File: config.mk
export PLATFORM = sky130hd
export DESIGN_NAME = sync_fifo_param
export DESIGN_NICKNAME = d
export VERILOG_FILES = /design/src/rtl/sync_fifo_param.sv
export SDC_FILE = /design/constraint.sdc
export NUM_CORES = 1
export LEC_CHECK = 0
export BUFFER_PORTS_ARGS = -buffer_cell sky130_fd_sc_hd__buf_2
export CAP_MARGIN = 20
export CORE_MARGIN = 4
export CORE_UTILIZATION = 41
export DETAILED_ROUTE_END_ITERATION = 10
export PLACE_DENSITY = 0.71
export SLEW_MARGIN = 20
export SYNTH_ARGS = -nofsm -noshare
export SYNTH_HDL_FRONTEND = slang
export SYNTH_SLANG_ARGS = --single-unit
File: constraint.sdc
create_clock -name clk -period 2.8 [get_ports clk]
set_clock_uncertainty 0.05 [all_clocks]
set_input_delay 0.28 -clock clk [delete_from_list [all_inputs] [get_ports clk]]
set_output_delay 0.28 -clock clk [all_outputs]
set_load 0.05 [all_outputs]
File: src/rtl/sync_fifo_param.sv
// Synchronous FIFO with configurable width/depth, almost-full/empty thresholds
// and a selectable registered or first-word-fall-through read port.
module sync_fifo_param #(
    parameter int FIFO_WIDTH = 16,
    parameter int FIFO_DEPTH = 8,
    parameter int AF_THRESH  = FIFO_DEPTH - 1,
    parameter int AE_THRESH  = 1,
    parameter int FWFT       = 0,
    localparam int CW        = $clog2(FIFO_DEPTH + 1)
) (
    input  logic                  clk,
    input  logic                  rst,
    input  logic [FIFO_WIDTH-1:0] data_in,
    input  logic                  wr_en,
    input  logic                  rd_en,
    output logic [FIFO_WIDTH-1:0] data_out,
    output logic                  wr_ack,
    output logic                  overflow,
    output logic                  underflow,
    output logic                  full,
    output logic                  empty,
    output logic                  almostfull,
    output logic                  almostempty,
    output logic [CW-1:0]         count
);
    localparam int PW = $clog2(FIFO_DEPTH);
    localparam logic [CW-1:0] DEPTH_C = CW'(FIFO_DEPTH);
    localparam logic [CW-1:0] AF_C    = CW'(AF_THRESH);
    localparam logic [CW-1:0] AE_C    = CW'(AE_THRESH);
    localparam logic [PW-1:0] LAST_P  = PW'(FIFO_DEPTH - 1);

    logic [FIFO_WIDTH-1:0] mem [FIFO_DEPTH];
    logic [PW-1:0]         wr_ptr, rd_ptr;
    logic [FIFO_WIDTH-1:0] dout_q;
    logic                  rd_acc, wr_acc;

    // A write into a full FIFO is still legal when the same edge frees a slot.
    assign rd_acc = rd_en && (count != '0);
    assign wr_acc = wr_en && (!full || rd_acc);

    assign full        = (count == DEPTH_C);
    assign empty       = (count == '0);
    assign almostfull  = (count >= AF_C) && (count < DEPTH_C);
    assign almostempty = (count != '0) && (count <= AE_C);

    function automatic logic [PW-1:0] nxt(input logic [PW-1:0] p);
        return (p == LAST_P) ? '0 : p + 1'b1;
    endfunction

    always_ff @(posedge clk or posedge rst) begin
        if (rst) begin
            wr_ptr    <= '0;
            rd_ptr    <= '0;
            count     <= '0;
            dout_q    <= '0;
            wr_ack    <= 1'b0;
            overflow  <= 1'b0;
            underflow <= 1'b0;
        end else begin
            if (wr_acc) wr_ptr <= nxt(wr_ptr);
            if (rd_acc) begin
                rd_ptr <= nxt(rd_ptr);
                dout_q <= mem[rd_ptr];
            end
            case ({wr_acc, rd_acc})
                2'b10:   count <= count + 1'b1;
                2'b01:   count <= count - 1'b1;
                default: count <= count;
            endcase
            wr_ack    <= wr_acc;
            overflow  <= wr_en && !wr_acc;
            underflow <= rd_en && !rd_acc;
        end
    end

    // Storage has no reset; contents are only meaningful between the pointers.
    always_ff @(posedge clk) begin
        if (wr_acc && !rst) mem[wr_ptr] <= data_in;
    end

    // In FWFT mode dout_q holds the last popped word, shown only while empty.
    generate
        if (FWFT != 0) begin : g_fwft
            assign data_out = empty ? dout_q : mem[rd_ptr];
        end else begin : g_std
            assign data_out = dout_q;
        end
    endgenerate
endmodule
==> results.yml <==
status:
  outcome: "completed"
worst_setup_path:
  max_stage_delay_ns: 0.43
  end_kind: "flop"
  crit_chain: "inv_1 > ha_1 > nand2b_1 > o2111ai_1 > nor2_1 > buf_4"
  critPathArrivalTime_ns: 2.49
  crit_type: "flop to flop"
  cp.required_ns: 2.87
  cp_slowest_cell: "dfrtp_1"
  critPathLaunchType: "flop"
  crit_buf_inv: 2
  critical_path.top_delay_family: "simple AND/OR/NAND/NOR gates"
  crit_fanout: 12
job:
  max_cap_violations: 0
clock_tree:
  cts_made_buffers: 17
  post_cts_buffers: 0
  h-tree-depth: 4
  clkLatencyLatePin_ns: 0.42
  cts_resized: 0
  cts_tree: "done"
  cts_hold_buffers: 1
  cts_buffer_depth: 2
  numClockSinks: 157
  clk_pin_slew_ns: 0.06
  root_buffer: "clkbuf_16"
logic_synthesis:
  synth_cell_types: 37
  yosys_warnings: 0
  syn_inst: 397
  synth_flop_cell: "edfxtp_1"
  synth_common_cells: "edfxtp_1 (128), mux2i_1 (65), nand2_1 (34)"
  post-synth-top-count-cell: "edfxtp_1"
  synth_top_area_frac: 0.613
  synth-edff-count: 128
  synth_seq_cells: 157
  seq_area_frac_synth: 0.728
  synth_area_leaders: "edfxtp_1 (61%), dfrtp_1 (12%), mux2i_1 (10%)"
  async_flop_share: 0.185
  synth_area_mm2: 0.00627
  avgSynthCellArea_um2: 15.8
  synth_top_area_cell: "edfxtp_1"
  synth_nets: 424
route:
  firstDrtPassIters: 4
  antenna_left: 0
  drtIter0Drc: 240
  routed-wl-met3_um: 572
  drcViolationCount: 0
  via_per_inst: 5.30
  routed_wl_um: 12400
  vias: 3462
  met2_length_um: 6480
  highest_layer: "met4"
  wl_met1_um: 5140
  wl_per_cell_um: 19.0
die:
  start_util: 0.425
  num_rows: 44
  dieArea_mm2: 0.0173
  core_area_mm2: 0.0148
  die_h_um: 132
  ioPinCount: 47
  fp.dieW_um: 132
cells_and_area:
  nets: 483
  drive_gt1_frac: 0.228
  final_cells: 653
  syn2layout_area_growth_pct: 17.6
  diodes: 0
  final_util: 0.500
global_routing:
  grt-ovfl-total: 0
  grt_pass1_vias: 3607
  grt_max_degree: 37
  grt_usage: 0.150
  antenna_found_initial: 0
  grt_pass1_wl_um: 19800
pwr:
  intPower_uw: 5140
  pwr-share-comb: 0.314
  switchingPower_uw: 2850
  p_clk_frac: 0.287
  seqPwrFrac: 0.399
  power.density_mw_per_mm2: 1080
  p_leak_uw: 0.00283
  swShare: 0.357
  irDropWorstVdd_uv: 633
timing:
  max_freq_ghz: 0.414
  tns_ns: 0
  hold_viol: 0
  finalSetupViolCount: 0
  relSlewSlack: 0.544
  setup_ws_ns: 0.382
  layout_worst_path_cycle_share: 0.863
  slew_viol_final: 0
  worst_pin_slew_ns: 0.683
  period_minus_slack_ns: 2.42
  rsz0062_at_grt: "no"
placement:
  dp.cells: 620
  pre_cts_ws_ns: 0.398
  dp_hpwl_um: 7970
  portBuffers: 46
  routabilityCongestion: 0.753
worst_hold_path:
  hold_class: "input pin to flop"
[per-layer routing]
layer / up-vias / GRT usage
li1: 1624 / -
met1: 1746 / 0.176
met2: 75 / 0.264
met3: 17 / 0.0463
met4: 0 / 0.0496
met5: - / 0
[state kept, by name, summed over array words and instances, names as in the netlist]
name and flops:
underflow 1, wr_ptr 3, data_out 16, rd_ptr 3
count 4, mem 128, overflow 1, wr_ack 1
[final cells by class]
class                           instances  area, um2
Inverter                                7       26.3
Clock buffer                           20        467
Tap cell                              184        230
Sequential cell                       157       4570
Timing Repair Buffer                   63        373
Clock inverter                         12        131
Multi-Input combinational cell        210       1580
Fill cell                            1235       7370
[placed cells by master (no fill, tap or decap), types with 6 or more instances in the layout]
master	Yosys	layout
dfrtp_1	29	28
mux2i_1	65	65
o21ai_0	12	12
a22oi_1	32	32
clkbuf_16	0	17
inv_1	7	7
nand2_1	34	34
o21ai_1	7	6
buf_2	5	46
edfxtp_1	128	128
buf_4	0	15
ha_1	7	7
nor2_1	13	13
[final timing paths]
path / depth (start not counted) / slack (ns) / from / to
max in group asynchronous: 4 / 1.83 / rst / rd_ptr[0]
setup reg to reg: 6 / 0.38 / count[0] / mem[7][11]
min in group asynchronous: 4 / 0.51 / rst / wr_ptr[2]
setup / recovery: 6 / 0.38 / count[0] / mem[7][11]
hold reg to reg: 2 / 0.43 / data_out[9] / data_out[9]
hold / removal: 1 / 0.10 / data_in[0] / mem[2][0]
[per-stage QoR]
step	area [um2]	power [uW]	hold WS [ns]
3_5_place_dp	6770	5780	0.419
4_1_cts	7380	8090	0.0877
2_1_floorplan	6300	5100	0.316
5_1_grt	7380	8420	0.0818
6_report	7380	8000	0.101
3_3_place_gp	6770	5710	0.399
[power groups by stage]
stage	clock network [uW]	registers [uW]	logic, uW
after floorplan	0	3620	1480
after global placement	0	3210	2500
after detailed placement	0	3230	2550
after CTS	2350	3190	2550
after global routing	2440	3240	2730
final	2290	3190	2510
[cell families (layout without fill, tap and decap cells)]
group / Yosys count / count (layout) / synth area share
flip-flops: 157 / 157 / 0.728
multiplexers: 69 / 69 / 0.111
XOR/XNOR: 4 / 4 / 0.00558
AO/OA/AOI/OAI: 59 / 59 / 0.0638
adder cells (fa/ha/maj): 7 / 7 / 0.0140
AND/OR/NAND/NOR: 71 / 71 / 0.0528
buffers and inverters: 30 / 102 / 0.0247
(Power assumes the default switching activity.)
